==> src/rtl/spp_ctrl.sv <==
// spp_ctrl: SPP stage sequencer, CBS1 -> max-pool 5/9/13 -> CBS2.
// Packs CBS1 and pooled maps into the 4-slot concat buffer; per-stage timeout.
module spp_ctrl #(
    parameter int SLOT_WORDS = 4,
    parameter int ADDR_W     = 4,
    parameter int TIMEOUT    = 1024,
    parameter int TO_W       = 11
) (
    input  logic              clk,
    input  logic              reset,
    input  logic              start,
    input  logic              cbs1_done,
    input  logic              pool_done,
    input  logic              cbs2_done,
    input  logic              res_valid,
    output logic              cbs1_start,
    output logic              pool_start,
    output logic [1:0]        pool_sel,
    output logic              cbs2_start,
    output logic              buf_we,
    output logic [ADDR_W-1:0] buf_addr,
    output logic              busy,
    output logic              done,
    output logic              err,
    output logic [2:0]        stage
);

    typedef enum logic [2:0] {
        IDLE = 3'd0,
        C1   = 3'd1,
        P5   = 3'd2,
        P9   = 3'd3,
        P13  = 3'd4,
        C2   = 3'd5,
        FIN  = 3'd6,
        ERR  = 3'd7
    } state_t;

    localparam logic [ADDR_W-1:0] FULL   = ADDR_W'(SLOT_WORDS);
    localparam logic [TO_W-1:0]   TO_LIM = TO_W'(TIMEOUT);

    state_t              state;
    state_t              nxt;
    state_t              succ;
    logic [ADDR_W-1:0]   cnt;
    logic [ADDR_W-1:0]   cnt_n;
    logic [TO_W-1:0]     tmo;
    logic [TO_W-1:0]     tmo_n;
    logic                first;
    logic                unit_done;
    logic                we;
    logic [1:0]          slot;

    // The launch pulse marks the first cycle of a state; done is ignored then.
    assign first     = cbs1_start | pool_start | cbs2_start;
    assign unit_done = (state == C1) ? cbs1_done : pool_done;
    assign slot      = state[1:0] - 2'd1;
    assign buf_we    = we;
    assign buf_addr  = we ? (ADDR_W'(slot) * FULL + cnt) : '0;
    assign busy      = (state >= C1) && (state <= C2);
    assign stage     = state;

    always_comb begin
        nxt   = state;
        cnt_n = cnt;
        tmo_n = tmo + 1'b1;
        we    = 1'b0;
        case (state)
            C1:      succ = P5;
            P5:      succ = P9;
            P9:      succ = P13;
            P13:     succ = C2;
            default: succ = IDLE;
        endcase
        case (state)
            IDLE: begin
                if (start) nxt = C1;
            end
            C1, P5, P9, P13: begin
                if (res_valid) tmo_n = '0;
                if (res_valid && cnt == FULL) begin
                    nxt = ERR;
                end else begin
                    if (res_valid) begin
                        we    = 1'b1;
                        cnt_n = cnt + 1'b1;
                    end
                    // A write in the done cycle is counted before judging.
                    if (unit_done && !first)
                        nxt = (cnt_n == FULL) ? succ : ERR;
                    else if (tmo_n == TO_LIM)
                        nxt = ERR;
                end
            end
            C2: begin
                if (cbs2_done && !first) nxt = FIN;
                else if (tmo_n == TO_LIM) nxt = ERR;
            end
            default: nxt = IDLE;
        endcase
    end

    always_ff @(posedge clk) begin
        if (!reset) begin
            state      <= IDLE;
            cnt        <= '0;
            tmo        <= '0;
            cbs1_start <= 1'b0;
            pool_start <= 1'b0;
            cbs2_start <= 1'b0;
            pool_sel   <= 2'd0;
            done       <= 1'b0;
            err        <= 1'b0;
        end else begin
            state      <= nxt;
            cbs1_start <= (nxt == C1) && (state != C1);
            pool_start <= (nxt inside {P5, P9, P13}) && (nxt != state);
            cbs2_start <= (nxt == C2) && (state != C2);
            done       <= (nxt == FIN);
            pool_sel   <= (nxt == P9) ? 2'd1 : (nxt == P13) ? 2'd2 : 2'd0;
            if (nxt != state) begin
                cnt <= '0;
                tmo <= '0;
            end else begin
                cnt <= cnt_n;
                tmo <= tmo_n;
            end
            if (nxt == ERR)
                err <= 1'b1;
            else if (state == IDLE && start)
                err <= 1'b0;
        end
    end

endmodule

==> config.mk <==
export PLATFORM = sky130hd
export DESIGN_NAME = spp_ctrl
export DESIGN_NICKNAME = d
export VERILOG_FILES = /design/src/rtl/spp_ctrl.sv
export SDC_FILE = /design/constraint.sdc
export NUM_CORES = 1
export LEC_CHECK = 0
export BUFFER_PORTS_ARGS = -buffer_cell sky130_fd_sc_hd__buf_2
export CORE_MARGIN = 10
export CORE_UTILIZATION = 25
export CTS_CLUSTER_DIAMETER = 120
export CTS_CLUSTER_SIZE = 14
export DETAILED_ROUTE_END_ITERATION = 8
export PLACE_DENSITY = 0.46
export SLEW_MARGIN = 10
export SYNTH_ARGS = -nofsm -noshare
export SYNTH_HDL_FRONTEND = slang
export SYNTH_SLANG_ARGS = --single-unit
==> constraint.sdc <==
create_clock -name clk -period 3 [get_ports clk]
set_input_delay 0 -clock clk [delete_from_list [all_inputs] [get_ports clk]]
set_output_delay 0 -clock clk [all_outputs]
set_load 0.03 [all_outputs]
==> impl_metrics.csv <==
group,metric,value,unit
worst_setup_path,crit_type,"reg2reg",
timing,tns,0,ps
timing,min_period,2800,ps
place,hpwlAfterDp,3.48,mm
finish,nFillCells,764,
floorplanning,core_area,6830,um2
global_routing,grt_max_degree,16,
clock_network,path_clk_slew,90,ps
finish,finalNetCount,249,
timing,fin_crit_sh,0.933,
pwr,p_int,0.000964,W
synthesis,syn_area,1770,um2
clock_network,worstSkewPairLatency,260,ps
global_routing,track_usage,0.0828,
synthesis,synth-main-ff-cell,"dfxtp_1",
timing,tightest_slew,481,ps
finish,multi_input_area,1200,um2
timing,relSlewSlack,0.679,
hold_path,hp-class,"in2reg",
finish,area_growth_syn_to_layout,18.0,%
synthesis,ys_async_sr_fraction,0,
worst_setup_path,cp_cell_sequence,"inv_1 > ha_1 > inv_1 > a21oi_2 > nor3b_2 > a21boi_2 > a221o_2 > or3b_1 > o21ba_1 > a2111oi_2",
clock_network,cts_sinks,25,
worst_setup_path,cp.required,3170,ps
synthesis,yosysSeqAreaShare,0.283,
pwr,p_leak,0.816,nW
clock_network,numCtsBuffers,3,
pwr,combinationalPowerShare,0.664,
global_routing,antenna_found_initial,0,
place,port_buffers,22,
timing,finalHoldViolCount,0,
drt,wl_per_cell,13.6,um
clock_network,cts_tree,"built",
worst_setup_path,critPathLaunchType,"flop",
synthesis,synth_fp_nets,218,
synthesis,ys_ff_latch,25,
job,maxCapViolCount,0,
drt,routed_wirelength,4.48,mm
clock_network,cts_max_path_buffers,2,
worst_setup_path,cp.arrival,2970,ps
finish,regArea,502,um2
timing,fmax,357,MHz
worst_setup_path,endpoint_kind,"flop",
floorplanning,die_w,104,um
worst_setup_path,cp_slowest_cell,"or3b_1",
timing,drv_slew,0,
floorplanning,ios,23,
run_status,outcome,"finished clean",
drt,antenna_left,0,
drt,drc,0,
clock_network,htreeDepth,1,
synthesis,syn_avg_cell_area,8.70,um2
place,place_ws,248,ps
worst_setup_path,cp_num_buf_inv,2,
pwr,power.density,908,nW/um2
finish,num_antenna_cells,0,
pwr,max-vdd-ir-drop,0.404,mV
drt,first_pass_iters,4,
timing,rsz0062_at_grt,"no",
global_routing,grt_pass1_wl,7.67,mm
drt,drtIter0Drc,80,
floorplanning,initial_core_util,0.259,
clock_network,cts_hold_buf,0,
place,place.gp.congestion,0.852,
floorplanning,die_h,104,um
drt,drt-vias-per-instance,4.77,
pwr,p_sw_frac,0.491,
pwr,power_frac_clock,0.108,
floorplanning,num_rows,30,
timing,setup_viol,0,
global_routing,first_global_vias,1529,
worst_setup_path,critPathMaxStageDelay,400,ps
floorplanning,fp.dieArea,10800,um2
synthesis,synth_edf_count,0,
timing,fin_ws,201,ps
worst_setup_path,worstPathMaxFanout,6,
clock_network,cts_root_buf,"clkbuf_8",
drt,vias,1570,
synthesis,syn_inst,203,
global_routing,grt_overflow_total,0,
synthesis,synthDistinctLibCells,62,
timing,skew,4.52,ps
finish,drive_above_1_share,0.275,
worst_setup_path,crit_top_cell,"inv_1",
worst_setup_path,crit_family,"compound AO/OA/AOI/OAI gates",
pwr,pwr-share-seq,0.228,
synthesis,ys.warnings.count,0,
pwr,p_sw,0.000929,W
[path summary, 6_finish.rpt]
check                      start                    end  slack (ps)  cells after the start
min reg2reg     err$_SDFFE_PN0P_       err$_SDFFE_PN0P_         510                      2
min                        reset    stage[0]$_SDFF_PN0_          20                      2
max          stage[0]$_SDFF_PN0_  pool_start$_SDFF_PN0_         200                     10
max reg2reg  stage[0]$_SDFF_PN0_  pool_start$_SDFF_PN0_         200                     10
[power groups by stage]
stage / Clock [W] / Combinational (W) / Sequential, W
floorplan: 0 / 0.000780 / 0.000515
global placement: 0 / 0.00127 / 0.000442
detailed placement: 0 / 0.00125 / 0.000440
CTS: 0.000211 / 0.00125 / 0.000432
global route: 0.000222 / 0.00138 / 0.000444
finish: 0.000204 / 0.00126 / 0.000432
[metrics by stage]
step / hold slack, ps / utilization / instances / cell area [um2] / total power, W
after global placement: 307 / 0.297 / 325 / 2030 / 0.00171
final: 24.0 / 0.305 / 329 / 2080 / 0.00189
after CTS: 21.1 / 0.304 / 329 / 2080 / 0.00190
after global routing: 34.0 / 0.305 / 329 / 2080 / 0.00205
after floorplan: 136 / - / 203 / 1770 / 0.00129
after detailed placement: 299 / 0.297 / 325 / 2030 / 0.00169
[synth_stat cells, types with 3 or more instances]
cell type / n / share of area
nor2_1: 15 / 0.032
nand3_1: 4 / 0.011
buf_2: 3 / 0.0085
inv_1: 7 / 0.015
o21ai_0: 4 / 0.011
nand4_1: 3 / 0.011
a31oi_1: 5 / 0.018
dfxtp_1: 25 / 0.28
nor3_2: 3 / 0.017
and2_1: 9 / 0.032
xnor2_1: 12 / 0.059
nor2b_1: 5 / 0.018
a211oi_1: 4 / 0.017
and3_1: 3 / 0.011
mux2i_1: 4 / 0.023
a21oi_1: 7 / 0.020
nand2_1: 16 / 0.034
nor3_1: 11 / 0.031
ha_1: 8 / 0.057
[layout by cell type, fill, tap and decap left out, types with 3 or more instances in the layout]
| cell | n |
|---|---|
| a31oi_1 | 5 |
| clkbuf_8 | 3 |
| nand4_1 | 3 |
| a211oi_1 | 3 |
| ha_1 | 7 |
| and2_1 | 9 |
| nand2_1 | 16 |
| buf_4 | 11 |
| a21oi_1 | 7 |
| buf_2 | 22 |
| nor2b_1 | 5 |
| inv_1 | 7 |
| nor3_1 | 11 |
| and3_1 | 3 |
| o21ai_0 | 3 |
| a211oi_2 | 3 |
| nand3_1 | 4 |
| nor2_1 | 15 |
| nor3_2 | 3 |
| mux2i_1 | 4 |
| dfxtp_1 | 24 |
| xnor2_1 | 12 |
[routing by layer]
metal  track usage  routed length, um  vias to the layer above
li1              -                  -                      807
met1         0.107               2130                      735
met2         0.134               2130                       22
met3        0.0136                139                        6
met4        0.0288                 74                        0
met5             0                  0                        -
[state kept, by name (all words and copies together), names as in the netlist]
| name | count |
|---|---|
| done | 1 |
| pool_start | 1 |
| stage | 3 |
| cnt | 4 |
| tmo | 11 |
| pool_sel | 2 |
| cbs1_start | 1 |
| cbs2_start | 1 |
| err | 1 |
[cells by family (layout without fill, tap and decap cells)]
family                   Yosys count  after routing  share of synthesized area
AND/OR/NAND/NOR                   94             94                      0.319
flip-flops                        25             25                      0.283
XOR/XNOR                          14             14                     0.0694
adder cells (fa/ha/maj)            8              8                     0.0567
AO/OA/AOI/OAI                     44             44                      0.206
buffers and inverters             14             44                     0.0425
multiplexers                       4              4                     0.0227
[repair_timing]
item                                    CTS  global route
resized for setup                         0             4
endpoints found under the hold margin     0             0
endpoints found under the setup margin    0             1
buffers inserted                          0             0
[area by class of cell]
cell class | instances | area share
Multi-Input combinational cell | 164 | 0.575
Tap cell | 96 | 0.0576
Sequential cell | 25 | 0.241
Clock buffer | 4 | 0.0216
Inverter | 7 | 0.0126
Timing Repair Buffer | 33 | 0.0924
(Power assumes the default switching activity.)
